`config.mk`:
```
export PLATFORM = sky130hd
export DESIGN_NAME = ysyx_25030081_rf_wb_ctrl
export DESIGN_NICKNAME = d
export VERILOG_FILES = /design/src/rtl/ysyx_25030081_rf_pkg.sv /design/src/rtl/ysyx_25030081_rr_arb2.sv /design/src/rtl/ysyx_25030081_rf_wb_ctrl.sv
export SDC_FILE = /design/constraint.sdc
export NUM_CORES = 1
export LEC_CHECK = 0
export ABC_AREA = 1
export CAP_MARGIN = 5
export CORE_ASPECT_RATIO = 1.1
export CORE_UTILIZATION = 45
export DETAILED_ROUTE_END_ITERATION = 6
export HOLD_SLACK_MARGIN = 0.12
export PLACE_DENSITY = 0.77
export SLEW_MARGIN = 0
export SYNTH_ARGS = -nofsm -noshare
export SYNTH_HDL_FRONTEND = slang
export SYNTH_HIERARCHICAL = 1
export SYNTH_SLANG_ARGS = --single-unit
```
`constraint.sdc`:
```
create_clock -name clk -period 5.5 [get_ports clk]
set_input_delay 1.375 -clock clk [delete_from_list [all_inputs] [get_ports clk]]
set_output_delay 1.375 -clock clk [all_outputs]
set_load 0.01 [all_outputs]
```
`src/rtl/ysyx_25030081_rf_pkg.sv`:
```
// Shared constants and types for the register-file write-back controller.
package ysyx_25030081_rf_pkg;

   localparam int unsigned RF_ADDR_WIDTH = 5;
   localparam int unsigned DATA_WIDTH    = 32;
   localparam int unsigned NUM_REGS      = 2 ** RF_ADDR_WIDTH;

   typedef enum logic {
      WB_EXU = 1'b0,
      WB_LSU = 1'b1
   } wb_req_e;

   typedef struct packed {
      logic [RF_ADDR_WIDTH-1:0] addr;
      logic [DATA_WIDTH-1:0]    data;
   } wb_req_t;

endpackage

```
`src/rtl/ysyx_25030081_rr_arb2.sv`:
```
// Two-way round-robin arbiter; the pointer names the requester favoured on a tie.
module ysyx_25030081_rr_arb2
   import ysyx_25030081_rf_pkg::*;
(
   input  logic       clk,
   input  logic       rst,
   input  logic [1:0] req,
   output logic [1:0] gnt_c
);

   wb_req_e ptr_q;
   wb_req_e ptr_n;

   // Grant is combinational and suppressed while reset is asserted.
   always_comb begin
      gnt_c = 2'b00;
      ptr_n = ptr_q;
      if (!rst) begin
         if (req == 2'b11) begin
            gnt_c = (ptr_q == WB_EXU) ? 2'b01 : 2'b10;
         end else begin
            gnt_c = req;
         end
      end
      if (gnt_c[0]) begin
         ptr_n = WB_LSU;
      end else if (gnt_c[1]) begin
         ptr_n = WB_EXU;
      end
   end

   always_ff @(posedge clk or posedge rst) begin
      if (rst) begin
         ptr_q <= WB_EXU;
      end else begin
         ptr_q <= ptr_n;
      end
   end

endmodule

```
`src/rtl/ysyx_25030081_rf_wb_ctrl.sv`:
```
// RF write-port arbiter, registered write stage and busy-bit scoreboard.
// Define YSYX_25030081_RF_WB_BYPASS_EN to let the committing register count as ready.
module ysyx_25030081_rf_wb_ctrl
   import ysyx_25030081_rf_pkg::*;
(
   input  logic                     clk,
   input  logic                     rst,
   input  logic                     flush,
   input  logic                     iss_valid,
   input  logic [RF_ADDR_WIDTH-1:0] iss_rd,
   input  logic [RF_ADDR_WIDTH-1:0] iss_rs1,
   input  logic [RF_ADDR_WIDTH-1:0] iss_rs2,
   output logic                     iss_ready,
   input  logic                     wb0_valid,
   input  logic [RF_ADDR_WIDTH-1:0] wb0_addr,
   input  logic [DATA_WIDTH-1:0]    wb0_data,
   output logic                     wb0_ready,
   input  logic                     wb1_valid,
   input  logic [RF_ADDR_WIDTH-1:0] wb1_addr,
   input  logic [DATA_WIDTH-1:0]    wb1_data,
   output logic                     wb1_ready,
   output logic                     rf_wen,
   output logic [RF_ADDR_WIDTH-1:0] rf_waddr,
   output logic [DATA_WIDTH-1:0]    rf_wdata,
   output logic                     idle
);

   logic [NUM_REGS-1:0] busy_q;
   logic [NUM_REGS-1:0] busy_n;
   logic [NUM_REGS-1:0] busy_chk;
   logic [1:0]          gnt_c;
   wb_req_t             win;
   logic                iss_fire;

   ysyx_25030081_rr_arb2 u_arb (
      .clk   (clk),
      .rst   (rst),
      .req   ({wb1_valid, wb0_valid}),
      .gnt_c (gnt_c)
   );

   assign wb0_ready = gnt_c[0];
   assign wb1_ready = gnt_c[1];

   assign win = gnt_c[1] ? wb_req_t'{addr: wb1_addr, data: wb1_data}
                         : wb_req_t'{addr: wb0_addr, data: wb0_data};

   // Busy view used by the hazard check.
   always_comb begin
      busy_chk = busy_q;
`ifdef YSYX_25030081_RF_WB_BYPASS_EN
      if (rf_wen) begin
         busy_chk[rf_waddr] = 1'b0;
      end
`endif
   end

   assign iss_ready = !(busy_chk[iss_rs1] | busy_chk[iss_rs2] | busy_chk[iss_rd]);
   assign iss_fire  = iss_valid & iss_ready;

   // Commit clears, issue sets (set wins on collision), flush clears everything.
   always_comb begin
      busy_n = busy_q;
      if (rf_wen) begin
         busy_n[rf_waddr] = 1'b0;
      end
      if (iss_fire && (iss_rd != '0)) begin
         busy_n[iss_rd] = 1'b1;
      end
      if (flush) begin
         busy_n = '0;
      end
      busy_n[0] = 1'b0;
   end

   always_ff @(posedge clk or posedge rst) begin
      if (rst) begin
         busy_q   <= '0;
         rf_wen   <= 1'b0;
         rf_waddr <= '0;
         rf_wdata <= '0;
      end else begin
         busy_q <= busy_n;
         rf_wen <= (|gnt_c) && (win.addr != '0);
         if (|gnt_c) begin
            rf_waddr <= win.addr;
            rf_wdata <= win.data;
         end
      end
   end

   assign idle = (busy_q == '0) & !rf_wen;

endmodule
```
==> impl_metrics.ini <==
[yosys]
postSynthAreaPerCell_sq_um = 6.33
synth_top_area_cell = dfrtp_1
syn_inst = 788
yosys-top-cells-area = dfrtp_1 (35%), nand2_1 (19%), nand3_1 (13%)
ys_types = 29
ys_seq_area_frac = 0.351
synth_area_sq_mm = 0.00499
synth-seq-cells = 70
synth.top_cell.area_share = 0.351
synth_warnings = 6
synth_fp_nets = 883

[setup_path]
endpoint_kind = output pin
crit_fanout = 9
critPathKind = in2out
cp.arrival_ps = 3790
worst_ep_required_time_ps = 4120
cp-start-kind = primary input

[place]
gp_congestion = 0.972
placed_cells = 1042
dpl.hpwl_mm = 12.8
io_buffer_count = 136

[min_path]
min_path_type = reg2reg

[final_layout]
mostFrequentLayoutCells = nand2_1 (248), clkdlybuf4s50_1 (136), nand3_1 (129)
final_cells = 1057
area_growth_pct = 35.5
diodes = 0
final_common_cell = nand2_1
drive_gt1_frac = 0.0558
nets = 1005
nFillCells = 960
final_util = 0.638

[routing]
wl_per_cell_microns = 16.5
top_layer = met4
routed-wl-met2_mm = 8.33
route.detailed.drc = 0
wl_met3_mm = 1.92
dr.pass1.iters = 5
wl_mm = 17.4
num_vias = 6020
drt_iter0_drc = 726
viasPerCell = 5.70
wirelength_met1_mm = 6.55
ant_nets = 0

[floorplanning]
num_io_pins = 137
die_width_microns = 102
die-height_microns = 112
core_area_sq_mm = 0.0106
die_area_sq_mm = 0.0115
rows = 39
initial_core_util = 0.471

[sta]
rsz0062_at_grt = no
period_minus_slack_ps = 5170
fmax_mhz = 194
setup_viol = 0
tightest_slew_ps = 1380
relSlewSlack = 0.0759
drv_slew = 0
holdWs_ps = 477
post-route-period-util = 0.940
hold_viol_final = 0
fin_skew_ps = 3.98
fin_tns_setup_ps = 0

[clocking]
clockBufferDepth = 2
worstSkewPairLatency_ps = 330
cts_setup_buffers = 0
cts_root_buf = clkbuf_16
cts_buffers = 9
holdBufCountCts = 0
cts_sinks = 70
htree_levels = 3
clk_pin_slew_ps = 50
ctsResizeCount = 0
cts_tree = built

[grt]
antenna_found_initial = 0
first_global_vias = 5973
overflow = 0
grtUsageTotal = 0.319
grt_max_degree = 41
grt_pass1_wl_mm = 28.6

[pwr]
power_leakage_nw = 3.26
combPwrFrac = 0.345
internal-power_mw = 1.30
clkPwrFrac = 0.318
seqPwrFrac = 0.336
cellPowerDensity_mw_per_mm2 = 290
p_switching_mw = 0.660
p_sw_frac = 0.336
p_total_mw = 1.96
ir_worst_vdd_v = 0.000254

[job]
drv_cap = 0

[run_status]
outcome = completed
[worst max-delay path, cell delays in order]
cell and delay (ps):
clkdlybuf4s50_1 650, inv_2 260, nor2_4 100, a21oi_1 150, nand2_1 70, nand2_1 50
nand2_1 50, inv_1 50, nand2_1 90, nor4_1 340, clkdlybuf4s50_1 600
[Yosys cell counts]
cell	instances
buf_6	5
clkinv_1	2
inv_1	87
nor3_1	21
a31oi_1	1
nand2_2	2
inv_2	7
a21oi_1	58
mux2i_1	3
nand2_1	248
nor4_1	8
buf_2	9
nor2_1	53
buf_4	7
o21ai_0	7
dfrtp_1	70
a21oi_2	1
o21ai_1	6
nor2_4	2
buf_1	1
or2_2	1
nand4_1	33
a22oi_1	1
nand4_4	1
nor2_2	3
o211ai_1	1
nand3_1	129
nand2_4	1
clkbuf_1	20
[kinds of logic (layout without fill, tap and decap cells)]
family / count (synthesis) / in the layout / synth area share
and+or+nand+nor: 502 / 502 / 0.447
buffers and inverters: 138 / 264 / 0.119
AOI/OAI and AO/OA: 75 / 75 / 0.0772
DFF: 70 / 70 / 0.351
muxes: 3 / 3 / 0.00602
[layout make-up]
cell class	count	area, sq um	area share
multi-input combinational	580	2660	0.393
sequential	70	1750	0.259
timing repair buffer	153	1490	0.220
inverter	96	360	0.0533
clock buffer	12	256	0.0379
tap	143	179	0.0265
clock inverter	3	67.6	0.0100
[final timing paths]
path / start / endpoint / slack [ps] / cells past startpoint
max in group asynchronous: rst / busy_chk[24] / 3010 / 3
max: iss_rd[1] / iss_ready / 330 / 11
min: rf_wdata[1] / rf_wdata[1] / 480 / 2
min reg2reg: rf_wdata[1] / rf_wdata[1] / 480 / 2
max reg2reg: u_arb/ptr_q / rf_waddr[0] / 2800 / 6
min in group asynchronous: rst / u_arb/ptr_q / 1270 / 2
[power by group through the flow]
| stage | Sequential, mW | Clock (mW) | Combinational, mW |
|---|---|---|---|
| global placement | 0.661 | 0 | 0.655 |
| CTS | 0.657 | 0.634 | 0.669 |
| finish | 0.659 | 0.624 | 0.677 |
| detailed placement | 0.665 | 0 | 0.664 |
| global route | 0.667 | 0.659 | 0.744 |
| floorplan | 0.674 | 0 | 0.353 |
[state kept, by name (all words and copies together), names as in the netlist]
signal	count
rf_wen	1
rf_wdata	32
rf_waddr	5
busy_chk	31
u_arb/ptr_q	1
[metal layers]
layer | up-vias | track usage
met5 | - | 0
met4 | 0 | 0.153
met3 | 61 | 0.0853
met2 | 403 | 0.521
met1 | 2757 | 0.385
li1 | 2799 | -
[metrics by stage]
step	worst slack, ps	cell area [sq um]
after global routing	133	6760
after global placement	422	6430
after detailed placement	385	6430
after floorplan	1540	4990
after CTS	372	6760
final	333	6760
Note: power is estimated with default switching activity, not from simulation.
